$ cat src/rtl/prefix_adder_pkg.sv
// Shared definitions for the prefix-adder arbiter: datapath width and round-robin pick helper.
// Latency: n/a (package only).
// Backpressure: n/a (package only).
package prefix_adder_pkg;

    localparam int ADDER_W = 16;
    // The pick helper works on a fixed 8-lane vector; narrower request sets are zero-extended.
    localparam int MAX_REQ = 8;

    typedef struct packed {
        logic       found;
        logic [2:0] idx;
    } pick_t;

    // Scan nreq lanes starting at ptr, wrapping modulo nreq; first valid lane wins.
    function automatic pick_t rr_pick(input logic [MAX_REQ-1:0] valid,
                                      input logic [2:0]         ptr,
                                      input int                 nreq);
        pick_t r;
        int    cand;
        r = '0;
        for (int off = 0; off < MAX_REQ; off++) begin
            cand = (int'(ptr) + off) % nreq;
            if (off < nreq && !r.found && valid[cand]) begin
                r.found = 1'b1;
                r.idx   = 3'(cand);
            end
        end
        return r;
    endfunction

endpackage

$ cat src/rtl/adder_16b_5l.sv
// Combinational 16-bit Kogge-Stone adder; five prefix levels over 17 positions (carry-in slot + 16 bits).
// Latency: 0 cycles, purely combinational.
// Backpressure: none; inputs a, b; outputs sum, cout.
module adder_16b_5l
    import prefix_adder_pkg::*;
(
    input  logic [ADDER_W-1:0] a,
    input  logic [ADDER_W-1:0] b,
    output logic [ADDER_W-1:0] sum,
    output logic               cout
);

    // Position 0 is the (zero) carry-in; position k+1 carries bit k. With 17 positions the
    // doubling distances 1,2,4,8,16 give exactly five levels, and after the last level
    // g[5][k] is the carry into bit k.
    logic [ADDER_W:0] g [0:5];
    logic [ADDER_W:0] p [0:5];

    always_comb begin
        for (int l = 0; l <= 5; l++) begin
            g[l] = '0;
            p[l] = '0;
        end
        for (int k = 1; k <= ADDER_W; k++) begin
            g[0][k] = a[k-1] & b[k-1];
            p[0][k] = a[k-1] ^ b[k-1];
        end
        for (int l = 1; l <= 5; l++) begin
            for (int k = 0; k <= ADDER_W; k++) begin
                if (k >= (1 << (l - 1))) begin
                    g[l][k] = g[l-1][k] | (p[l-1][k] & g[l-1][k - (1 << (l - 1))]);
                    p[l][k] = p[l-1][k] & p[l-1][k - (1 << (l - 1))];
                end else begin
                    g[l][k] = g[l-1][k];
                    p[l][k] = p[l-1][k];
                end
            end
        end
        sum = '0;
        for (int i = 0; i < ADDER_W; i++) begin
            sum[i] = p[0][i+1] ^ g[5][i];
        end
        cout = g[5][ADDER_W];
    end

endmodule

$ cat src/rtl/prefix_adder_rr_arbiter.sv
// Round-robin arbiter sharing one 16-bit prefix adder among NREQ requesters; result held in one output register.
// Latency: 1 cycle from accepted request to rsp_valid.
// Backpressure: req_ready all-zero while the result register is full and rsp_ready is low; full-rate pass-through otherwise.
// Ports: clk, rst_n; req_valid/req_ready/req_a/req_b per requester (16-bit lanes packed);
//        rsp_valid/rsp_ready/rsp_sum/rsp_cout/rsp_id result; op_count issued-operation counter.
module prefix_adder_rr_arbiter
    import prefix_adder_pkg::*;
#(
    parameter int NREQ = 4,
    parameter int IDW  = 2,
    parameter int CNTW = 16
) (
    input  logic                    clk,
    input  logic                    rst_n,
    input  logic [NREQ-1:0]         req_valid,
    output logic [NREQ-1:0]         req_ready,
    input  logic [NREQ*ADDER_W-1:0] req_a,
    input  logic [NREQ*ADDER_W-1:0] req_b,
    output logic                    rsp_valid,
    input  logic                    rsp_ready,
    output logic [ADDER_W-1:0]      rsp_sum,
    output logic                    rsp_cout,
    output logic [IDW-1:0]          rsp_id,
    output logic [CNTW-1:0]         op_count
);

    logic [IDW-1:0]     rr_ptr;
    logic [IDW-1:0]     winner;
    logic [IDW-1:0]     ptr_nxt;
    logic               can_issue;
    logic               grant;
    pick_t              pick;
    logic [ADDER_W-1:0] core_a;
    logic [ADDER_W-1:0] core_b;
    logic [ADDER_W-1:0] core_sum;
    logic               core_cout;

    // Register may be refilled in the same cycle it drains.
    assign can_issue = !rsp_valid || rsp_ready;

    always_comb begin
        pick      = rr_pick(MAX_REQ'(req_valid), 3'(rr_ptr), NREQ);
        winner    = IDW'(pick.idx);
        grant     = can_issue && pick.found;
        req_ready = '0;
        core_a    = '0;
        core_b    = '0;
        if (grant) begin
            req_ready[winner] = 1'b1;
            core_a            = req_a[winner*ADDER_W +: ADDER_W];
            core_b            = req_b[winner*ADDER_W +: ADDER_W];
        end
        ptr_nxt = (winner == IDW'(NREQ - 1)) ? '0 : winner + 1'b1;
    end

    adder_16b_5l u_core (
        .a    (core_a),
        .b    (core_b),
        .sum  (core_sum),
        .cout (core_cout)
    );

    always_ff @(posedge clk or negedge rst_n) begin
        if (!rst_n) begin
            rsp_valid <= 1'b0;
            rsp_sum   <= '0;
            rsp_cout  <= 1'b0;
            rsp_id    <= '0;
            rr_ptr    <= '0;
            op_count  <= '0;
        end else if (grant) begin
            rsp_valid <= 1'b1;
            rsp_sum   <= core_sum;
            rsp_cout  <= core_cout;
            rsp_id    <= winner;
            rr_ptr    <= ptr_nxt;
            op_count  <= op_count + 1'b1;
        end else if (rsp_ready) begin
            // Drain only; data fields keep their last value.
            rsp_valid <= 1'b0;
        end
    end

endmodule

$ cat config.mk
export PLATFORM = sky130hd
export DESIGN_NAME = prefix_adder_rr_arbiter
export DESIGN_NICKNAME = d
export VERILOG_FILES = /design/src/rtl/prefix_adder_pkg.sv /design/src/rtl/adder_16b_5l.sv /design/src/rtl/prefix_adder_rr_arbiter.sv
export SDC_FILE = /design/constraint.sdc
export NUM_CORES = 1
export LEC_CHECK = 0
export BUFFER_PORTS_ARGS = -buffer_cell sky130_fd_sc_hd__clkbuf_2
export CORE_MARGIN = 5
export CORE_UTILIZATION = 51
export DETAILED_ROUTE_END_ITERATION = 16
export PLACE_DENSITY_LB_ADDON = 0.08
export SETUP_SLACK_MARGIN = 0.4
export SYNTH_ARGS = -nofsm -noshare
export SYNTH_HDL_FRONTEND = slang
export SYNTH_SLANG_ARGS = --single-unit
$ cat constraint.sdc
create_clock -name clk -period 8.2 [get_ports clk]
set_input_delay 1.64 -clock clk [delete_from_list [all_inputs] [get_ports clk]]
set_output_delay 1.64 -clock clk [all_outputs]
set_load 0.01 [all_outputs]
==> flow_summary.json, run 1 <==
{
  "place_congestion": 0.903,
  "die_y_um": 93.0,
  "synth_seq_cells": 38,
  "yosys_warnings": 0,
  "wl_met3_um": 748,
  "vias": 3611,
  "async_flop_share": 1.00,
  "cp_top_family": "buffers and inverters",
  "start_util": 0.521,
  "viasPerCell": 5.61,
  "dpl-instance-area_um2": 4380,
  "crit_fanout": 68,
  "htreeDepth": 2,
  "routed_wl_mm": 10.3,
  "clock-root-buffer": "clkbuf_8",
  "cts.reportedPaths.clkPinSlew_ns": 0.07,
  "hold_viol_final": 0,
  "num-fill-cells": 588,
  "synth_nets": 562,
  "maxSlewHeadroom": 0.390,
  "top_layer_used": "met4",
  "start_kind": "primary input",
  "fin_crit_sh": 0.634,
  "period_needed_ns": 5.20,
  "final_common_cell": "clkbuf_2",
  "final_cell_area_um2": 4470,
  "rr_worst_depth": 14,
  "r2r-start": "rr_ptr[1]",
  "hpwl_mm": 8.53,
  "status": "finished clean",
  "wl_met2_mm": 4.88,
  "synthTopCellsByArea": "dfrtp_1 (27%), a211oi_1 (14%), mux2i_1 (9.1%), ha_1 (7.5%), and2_1 (6.0%)",
  "insertedDiodeCount": 0,
  "mostFrequentLayoutCells": "clkbuf_2 (174), a211oi_1 (66), nand2_1 (40), dfrtp_1 (38), and2_1 (34)",
  "synth-seq-area-share": 0.270,
  "avgSynthCellArea_um2": 8.68,
  "drc": 0,
  "setup_viol": 0,
  "port_buffers": 174,
  "drt-met1-wl_mm": 4.41,
  "grt_pass1_wl_mm": 16.7,
  "maxSlewViolCount": 0,
  "grt_setup_unrepaired": "false",
  "crit_buf_inv": 4,
  "worst_slew_pin_slew_ns": 0.914,
  "finalSetupTns_ns": 0,
  "cts_buffer_depth": 2,
  "synthCells": 405,
  "synth_area_leader_cell": "dfrtp_1",
  "firstDrtPassIters": 4,
  "cts-buffers-inserted": 5,
  "finClkSkew_ns": 0.00579,
  "synth_edf_count": 0,
  "ioPinCount": 175,
  "routedWlPerCell_um": 16.0,
  "synthFlopType": "dfrtp_1",
  "postCtsResizedCells": 0,
  "critPathKind": "primary input to primary output",
  "required_ns": 6.56,
  "antenna_found_initial": 0,
  "post_route_cells_drive_above_1_share": 0.349,
  "areaGrowthSynthToFinish_pct": 27.2,
  "cp_data_arrival_time_ns": 3.56,
  "grt_use_total": 0.239,
  "grt_max_degree": 69,
  "die_area_um2": 8660,
  "die_x_um": 93.0,
  "slowest_delay_ns": 0.52,
  "slowest_stage": "buf_4",
  "drt_iter0_markers": 148,
  "holdBufCountCts": 0,
  "power_density_nw_per_um2": 253,
  "worst_setup_path_end_kind": "primary output",
  "crit_start": "req_valid[0]",
  "path_depth": 9,
  "ir_worst_vdd_mv": 0.151,
  "synth.distinct_cells": 51,
  "syn_area_um2": 3520,
  "maxCapViolCount": 0,
  "worstPathCellList": "clkbuf_2 -> nor2b_1 -> a211o_1 -> a21oi_4 -> buf_4 -> inv_1 -> ha_1 -> and2_1 -> clkbuf_2",
  "min_path_type": "register to register",
  "fp-row-count": 30,
  "min-delay-start": "op_count[15]",
  "clkLatencyLatePin_ns": 0.28,
  "layout.nets": 720,
  "post_cts_buffers": 0,
  "fin_util": 0.662,
  "core_um2": 6760,
  "grt_pass1_vias": 3619,
  "overflow": 0,
  "cp_common_cell": "clkbuf_2",
  "ant_nets": 0,
  "fmax_mhz": 192,
  "netlist.area_leader.share": 0.270,
  "min_path_cells": 1,
  "cts.sinks": 38,
  "p_leak_nw": 2.31,
  "cts_tree": "built"
}
==> metal layers <==
layer  up-vias  track usage
met3        18       0.0434
met1      1638        0.311
met4         0       0.0769
met5         -            0
met2       141        0.400
li1       1814            -
==> power by group <==
group	leakage [nW]	switching (mW)	internal [mW]	total [mW]
Sequential	0.470	0.0550	0.248	0.303
Combinational	1.79	0.401	0.296	0.697
Clock	0.0482	0.0626	0.0678	0.130
==> flip-flops by register name, indices dropped and copies added, names as in the netlist <==
signal     flops
rsp_sum       16
rsp_id         2
rsp_valid      1
op_count      16
rr_ptr         2
rsp_cout       1
==> cells in the mapped netlist, types with 10 or more instances <==
cell type,n
xnor2_1,14
a21oi_1,16
nand2_1,40
and2_1,34
ha_1,21
mux2i_1,32
a211oi_1,66
dfrtp_1,38
o21ai_0,16
clkbuf_1,10
inv_1,10
==> per-stage QoR <==
stage	std cells	total power, mW	setup WS (ns)	hold slack, ns
floorplan	405	0.805	3.53	0.507
global placement	636	0.986	2.81	0.461
detailed placement	636	1.00	2.74	0.465
CTS	644	1.14	3.01	0.485
global route	644	1.24	2.76	0.506
finish	644	1.13	3.00	0.482
==> worst register-to-register path, cell delays in order (launching register included) <==
cell and delay (ns):
dfrtp_1 0.50, a21o_1 0.16, a21oi_1 0.09, o22ai_4 0.45
buf_4 0.59, and2_1 0.22, a211oi_1 0.05, a211oi_1 0.38
ha_1 0.36, a21o_1 0.22, a21oi_2 0.20, a21oi_2 0.11
o311a_1 0.37, or3_1 0.35, nand3_1 0.08
==> area by class of cell <==
class,count,area (um^2),area share
clock inverter,1,5.00,0.00112
sequential,38,951,0.213
inverter,11,41.3,0.00923
clock buffer,7,86.3,0.0193
multi-input combinational,329,2390,0.534
timing repair buffer,178,901,0.201
tap,80,100,0.0224
==> cell families (layout without fill, tap and decap cells) <==
family	Yosys count	in the layout	synth area share
compound gates	130	130	0.262
simple gates	122	122	0.184
flops	38	38	0.270
buf+inv	38	197	0.0551
mux	32	32	0.0911
xor+xnor	23	23	0.0573
fa+ha+maj	22	22	0.0804
==> final timing paths <==
kind / endpoint / slack, ns
worst max-delay path: req_ready[2] / 3.00
worst min-delay path: op_count[15] / 0.48
worst max register to register: rsp_sum[14] / 4.00
worst min register to register: op_count[15] / 0.48
max in group asynchronous: rsp_sum[8] / 6.15
min in group asynchronous: rsp_valid / 1.48
(Power assumes the default switching activity.)
==> run 2: changes to the inputs <==
CORE_UTILIZATION = 47   (was 51)
clock period = 4.8 ns   (was 8.2 ns; I/O delays follow)
==> run 2 against run 1 <==
Sequential share of layout area decreased by 0.47 points; combinational power increased by 76%; first-iteration DRC count decreased by 7.4%; clock power increased by 74%; register-to-register slack got worse by 3.0 ns; critical path type is now primary input to register; clock skew decreased by 0.0019 ns; final cell count increased by 4.2%.
==> flow_summary.json, run 2 (synthesis gave the netlist of run 1 again) <==
{
  "status": "finished clean",
  "vias": 3586,
  "ioPinCount": 175,
  "maxSlewHeadroom": 0.359,
  "final_cell_area_um2": 4570,
  "cts_buffer_depth": 2,
  "worstPathCellList": "clkbuf_2 -> nor2b_1 -> nor2_1 -> o22ai_4 -> inv_2 -> a211oi_1 -> a211oi_1 -> ha_1 -> fa_1 -> a21oi_1 -> nand4b_1 -> a21oi_2 -> o311a_1 -> or3_1 -> nand3_1",
  "required_ns": 5.02,
  "fmax_mhz": 246,
  "cp_top_family": "compound AO/OA/AOI/OAI gates",
  "post_route_cells_drive_above_1_share": 0.360,
  "start_kind": "primary input",
  "switching_share": 0.450,
  "antenna_found_initial": 0,
  "dp_cells": 663,
  "drt_iter0_markers": 137,
  "p_int_mw": 1.08,
  "crit_fanout": 26,
  "routedWlPerCell_um": 14.9,
  "worst_slew_pin_slew_ns": 0.961,
  "fin_util": 0.630,
  "post_cts_buffers": 0,
  "period_needed_ns": 4.07,
  "worst_setup_path_end_kind": "register",
  "htreeDepth": 2,
  "viasPerCell": 5.34,
  "grt_max_degree": 50,
  "power_density_nw_per_um2": 431,
  "p_clk_frac": 0.115,
  "stdcell_count": 671,
  "cts_tree": "built",
  "dpl-instance-area_um2": 4480,
  "setup_viol": 0,
  "areaGrowthSynthToFinish_pct": 30.0,
  "p_seq_frac": 0.262,
  "p_leak_nw": 2.35,
  "drc": 0,
  "clock-root-buffer": "clkbuf_8",
  "firstDrtPassIters": 4,
  "cts-buffers-inserted": 5,
  "die_y_um": 96.5,
  "clkLatencyLatePin_ns": 0.29,
  "num-fill-cells": 687,
  "start_util": 0.485,
  "core_um2": 7250,
  "layout.nets": 728,
  "cts.reportedPaths.clkPinSlew_ns": 0.07,
  "routed_wl_mm": 10.0,
  "grt_setup_unrepaired": "false",
  "slowest_delay_ns": 0.42,
  "hold_viol_final": 0,
  "maxSlewViolCount": 0,
  "crit_buf_inv": 2,
  "die_x_um": 96.5,
  "power.total_mw": 1.97,
  "fp-row-count": 31,
  "die_area_um2": 9310,
  "holdBufCountCts": 0,
  "maxCapViolCount": 0,
  "p_switching_mw": 0.887,
  "postCtsResizedCells": 0,
  "cp_data_arrival_time_ns": 4.30,
  "cts.sinks": 38,
  "grt_use_total": 0.215,
  "cp_common_cell": "a211oi_1",
  "reg_top3": "op_count: 16 flops, rsp_sum: 16 flops",
  "finClkSkew_ns": 0.00389,
  "critPathKind": "primary input to register",
  "place_congestion": 0.862,
  "min_path_type": "register to register",
  "mostFrequentLayoutCells": "clkbuf_2 (174), a211oi_1 (66), nand2_1 (40), dfrtp_1 (38), and2_1 (34)",
  "fin_crit_sh": 0.848,
  "grt_pass1_wl_mm": 15.9,
  "combPwrFrac": 0.624,
  "grt_pass1_vias": 3562,
  "overflow": 0,
  "finalSetupTns_ns": 0,
  "final_common_cell": "clkbuf_2",
  "hpwl_mm": 8.53,
  "port_buffers": 174,
  "ant_nets": 0,
  "insertedDiodeCount": 0,
  "ir_worst_vdd_mv": 0.219,
  "slowest_stage": "fa_1"
}
[run 2: changes by cell type in the layout (fill, tap and decap cells not counted), sizes merged]
cell,previous run,this run
buf,4,12
[run 2: worst paths after layout]
| path | from | to | slack, ns | cells after the start |
|---|---|---|---|---|
| worst max-delay path | req_valid[0] | rsp_sum[14] | 0.73 | 15 |
| worst min-delay path | op_count[15] | op_count[15] | 0.47 | 1 |
| worst max register to register | rr_ptr[1] | rsp_sum[14] | 1.05 | 14 |
| worst min register to register | op_count[15] | op_count[15] | 0.47 | 1 |
| max in group asynchronous | rst_n | op_count[15] | 3.42 | 1 |
| min in group asynchronous | rst_n | op_count[2] | 0.80 | 1 |
[run 2: per-layer routing]
layer	global-route usage	wire [um]	vias to the layer above
li1	-	-	1839
met3	0.0279	660	10
met2	0.369	4790	129
met5	0	0	-
met4	0.0561	132	0
met1	0.284	4410	1608
[run 2: stage by stage]
| step | hold WS [ns] | worst slack [ns] |
|---|---|---|
| floorplan | 0.507 | 0.809 |
| global placement | 0.461 | 0.537 |
| detailed placement | 0.467 | 0.449 |
| CTS | 0.477 | 0.742 |
| global route | 0.501 | 0.444 |
| finish | 0.467 | 0.728 |
[run 2: power groups by stage]
stage          sequential, mW  clock [mW]  combinational, mW
4_1_cts                 0.517       0.235               1.24
2_1_floorplan           0.548           0              0.828
3_5_place_dp            0.522           0               1.24
3_3_place_gp            0.516           0               1.22
5_1_grt                 0.533       0.249               1.37
6_report                0.516       0.226               1.23
[run 2: area by class of cell]
type / instances / area, um^2 / area share
Clock inverter: 1 / 5.00 / 0.00109
Inverter: 11 / 41.3 / 0.00903
Timing Repair Buffer: 186 / 973 / 0.213
Tap cell: 99 / 124 / 0.0271
Clock buffer: 7 / 86.3 / 0.0189
Sequential cell: 38 / 951 / 0.208
Multi-Input combinational cell: 329 / 2390 / 0.523
==> run 3: changes to the inputs <==
ABC_AREA = 1   (was default)
CORE_UTILIZATION = 44   (was 47)
clock period = 3.4 ns   (was 4.8 ns; I/O delays follow)
==> run 3 against run 2 <==
Critical path type is now register to register; design area up 42%; largest cell class unchanged; non-clock buffer count up 66; worst setup slack worse by 0.59 ns.
==> flow_summary.json, run 3 <==
{
  "insertedDiodeCount": 0,
  "worstPathCellList": "buf_6 -> nand2_4 -> nand2_4 -> nand2_4 -> nand2_4 -> nor2_4 -> nand3_4 -> nand3_4 -> inv_6 -> buf_6 -> buf_6 -> nand2_1 -> nand2_1 -> nand2_1 -> nand2_2 -> ha_4 -> nand2_2 -> nand2_2 -> o21ai_4 -> o21ai_2 -> nand4_1 -> a21oi_2 -> buf_4 -> o21ai_2",
  "ant_nets": 0,
  "grt_pass1_wl_mm": 23.0,
  "syn_area_um2": 4040,
  "slowest_delay_ns": 0.45,
  "cts_tree": "built",
  "netlist.area_leader.share": 0.347,
  "setup_viol": 0,
  "cts_buffer_depth": 2,
  "maxCapViolCount": 0,
  "hpwl_mm": 10.4,
  "reg_top3": "op_count: 16 flops, rsp_sum: 16 flops",
  "drt_iter0_markers": 214,
  "yosys_warnings": 0,
  "yosys.area_share.simple": 0.469,
  "die_x_um": 106,
  "ioPinCount": 175,
  "routedWlPerCell_um": 14.0,
  "grt_max_degree": 49,
  "synth-seq-area-share": 0.235,
  "multi_input_area_um2": 3340,
  "clock-root-buffer": "clkbuf_8",
  "synthTopCellsByArea": "nand2_1 (35%), dfrtp_1 (24%), ha_1 (6.5%), nand3_1 (5.0%), inv_1 (4.4%)",
  "htreeDepth": 2,
  "synth.distinct_cells": 34,
  "finalSetupTns_ns": 0,
  "num-fill-cells": 773,
  "viasPerCell": 4.96,
  "clkLatencyLatePin_ns": 0.28,
  "synth_edf_count": 0,
  "async_flop_share": 1.00,
  "synth_nets": 845,
  "crit_fanout": 7,
  "synth_compound_area_frac": 0.0809,
  "start_kind": "register",
  "overflow": 0,
  "synth_top_family_by_area": "simple AND/OR/NAND/NOR gates",
  "vias": 5118,
  "grt_pass1_vias": 5113,
  "grt_use_total": 0.245,
  "register_area_um2": 953,
  "cp_common_cell": "nand2_4",
  "cts.sinks": 38,
  "core_um2": 9110,
  "avgSynthCellArea_um2": 5.87,
  "maxSlewHeadroom": 0.379,
  "synth_seq_cells": 38,
  "die_y_um": 106,
  "worst_slew_pin_slew_ns": 0.932,
  "synth_area_leader_cell": "nand2_1",
  "firstDrtPassIters": 5,
  "post_route_cells_drive_above_1_share": 0.440,
  "min_path_type": "register to register",
  "grt_setup_unrepaired": "true",
  "cp_data_arrival_time_ns": 3.44,
  "routed_wl_mm": 14.4,
  "layout.nets": 1076,
  "synth_xor_area_frac": 0.0477,
  "fin_crit_sh": 0.960,
  "areaGrowthSynthToFinish_pct": 60.3,
  "start_util": 0.443,
  "port_buffers": 174,
  "fmax_mhz": 306,
  "fp-row-count": 35,
  "synthCells": 688,
  "status": "finished clean",
  "die_area_um2": 11200,
  "maxSlewViolCount": 0,
  "period_needed_ns": 3.26,
  "slowest_stage": "dfrtp_2",
  "synth_fa_ha_area_frac": 0.0700,
  "drc": 0,
  "worst_setup_path_end_kind": "register",
  "synth_mux_area_frac": 0,
  "cts.reportedPaths.clkPinSlew_ns": 0.07,
  "antenna_found_initial": 0,
  "synth_common_cells": "nand2_1 (373), inv_1 (47), nand3_1 (40)",
  "post-synth-top-count-cell": "nand2_1",
  "final_common_cell": "nand2_1",
  "synthFlopType": "dfrtp_1",
  "mostFrequentLayoutCells": "nand2_1 (304), clkbuf_2 (170), nand2_2 (54), buf_4 (49), inv_1 (42)",
  "place_congestion": 0.890,
  "hold_viol_final": 0,
  "finClkSkew_ns": 0.00439,
  "holdBufCountCts": 0,
  "required_ns": 3.57,
  "critPathKind": "register to register",
  "cts-buffers-inserted": 5
}
[run 3: worst max-delay path, delay by kind of cell (launching register included)]
kind	cells	cell delay (ns)
AO/OA/AOI/OAI	4	0.48
adder cells (fa/ha/maj)	1	0.30
buffers and inverters	5	0.60
flip-flops	1	0.45
AND/OR/NAND/NOR	14	1.30
[run 3: metrics by stage]
step / instance area [um^2] / cells / hold slack (ns) / utilization / setup slack [ns]
after floorplan: 4100 / 688 / 0.384 / - / 0.359
after global placement: 5280 / 984 / 0.465 / 0.579 / -0.0215
after detailed placement: 5280 / 984 / 0.470 / 0.579 / -0.121
after CTS: 6220 / 1021 / 0.489 / 0.683 / 0.260
after global routing: 6470 / 1031 / 0.520 / 0.711 / -0.0580
final: 6470 / 1031 / 0.483 / 0.711 / 0.136
[run 3: area by class of cell]
| class | count | share of cell area |
|---|---|---|
| multi-input cells | 570 | 0.516 |
| repair buffers | 252 | 0.261 |
| flip-flops and latches | 38 | 0.147 |
| inverters | 52 | 0.0321 |
| well taps | 111 | 0.0215 |
| clock buffers | 6 | 0.0128 |
| clock inverters | 2 | 0.00928 |
[run 3: path summary, 6_finish.rpt]
check	startpoint	slack, ns	end	depth (start not counted)
max	rr_ptr[0]	0.14	rsp_sum[14]	24
min	rsp_sum[12]	0.48	rsp_sum[12]	2
max reg2reg	rr_ptr[0]	0.14	rsp_sum[14]	24
min reg2reg	rsp_sum[12]	0.48	rsp_sum[12]	2
max in group asynchronous	rst_n	2.24	rr_ptr[1]	1
min in group asynchronous	rst_n	0.52	rr_ptr[0]	1
[run 3: cells by family after synthesis]
| family | after synthesis |
|---|---|
| AND/OR/NAND/NOR | 465 |
| buffers and inverters | 80 |
| AO/OA/AOI/OAI | 61 |
| flip-flops | 38 |
| XOR/XNOR | 22 |
| adder cells (fa/ha/maj) | 22 |
[run 3: per-layer routing]
metal / up-vias / share of wire / wire length (um) / track usage
met2: 184 / 0.51 / 7320 / 0.431
met4: 0 / 0.019 / 273 / 0.0657
met1: 2305 / 0.42 / 6090 / 0.317
li1: 2609 / - / - / -
met5: - / 0 / 0 / 0
met3: 20 / 0.053 / 762 / 0.0294
[run 3: timing repair]
item | 4_1_cts | 5_1_grt
endpoints found under the setup margin | 18 | 19
cloned | 4 | 0
setup buffers | 25 | 10
pin swaps | 37 | 38
resized for setup | 133 | 54
Power of run 3 is left out: the tool's default activity adds up to more than one toggle a clock period on the data nets, which glitch-free logic cannot reach.
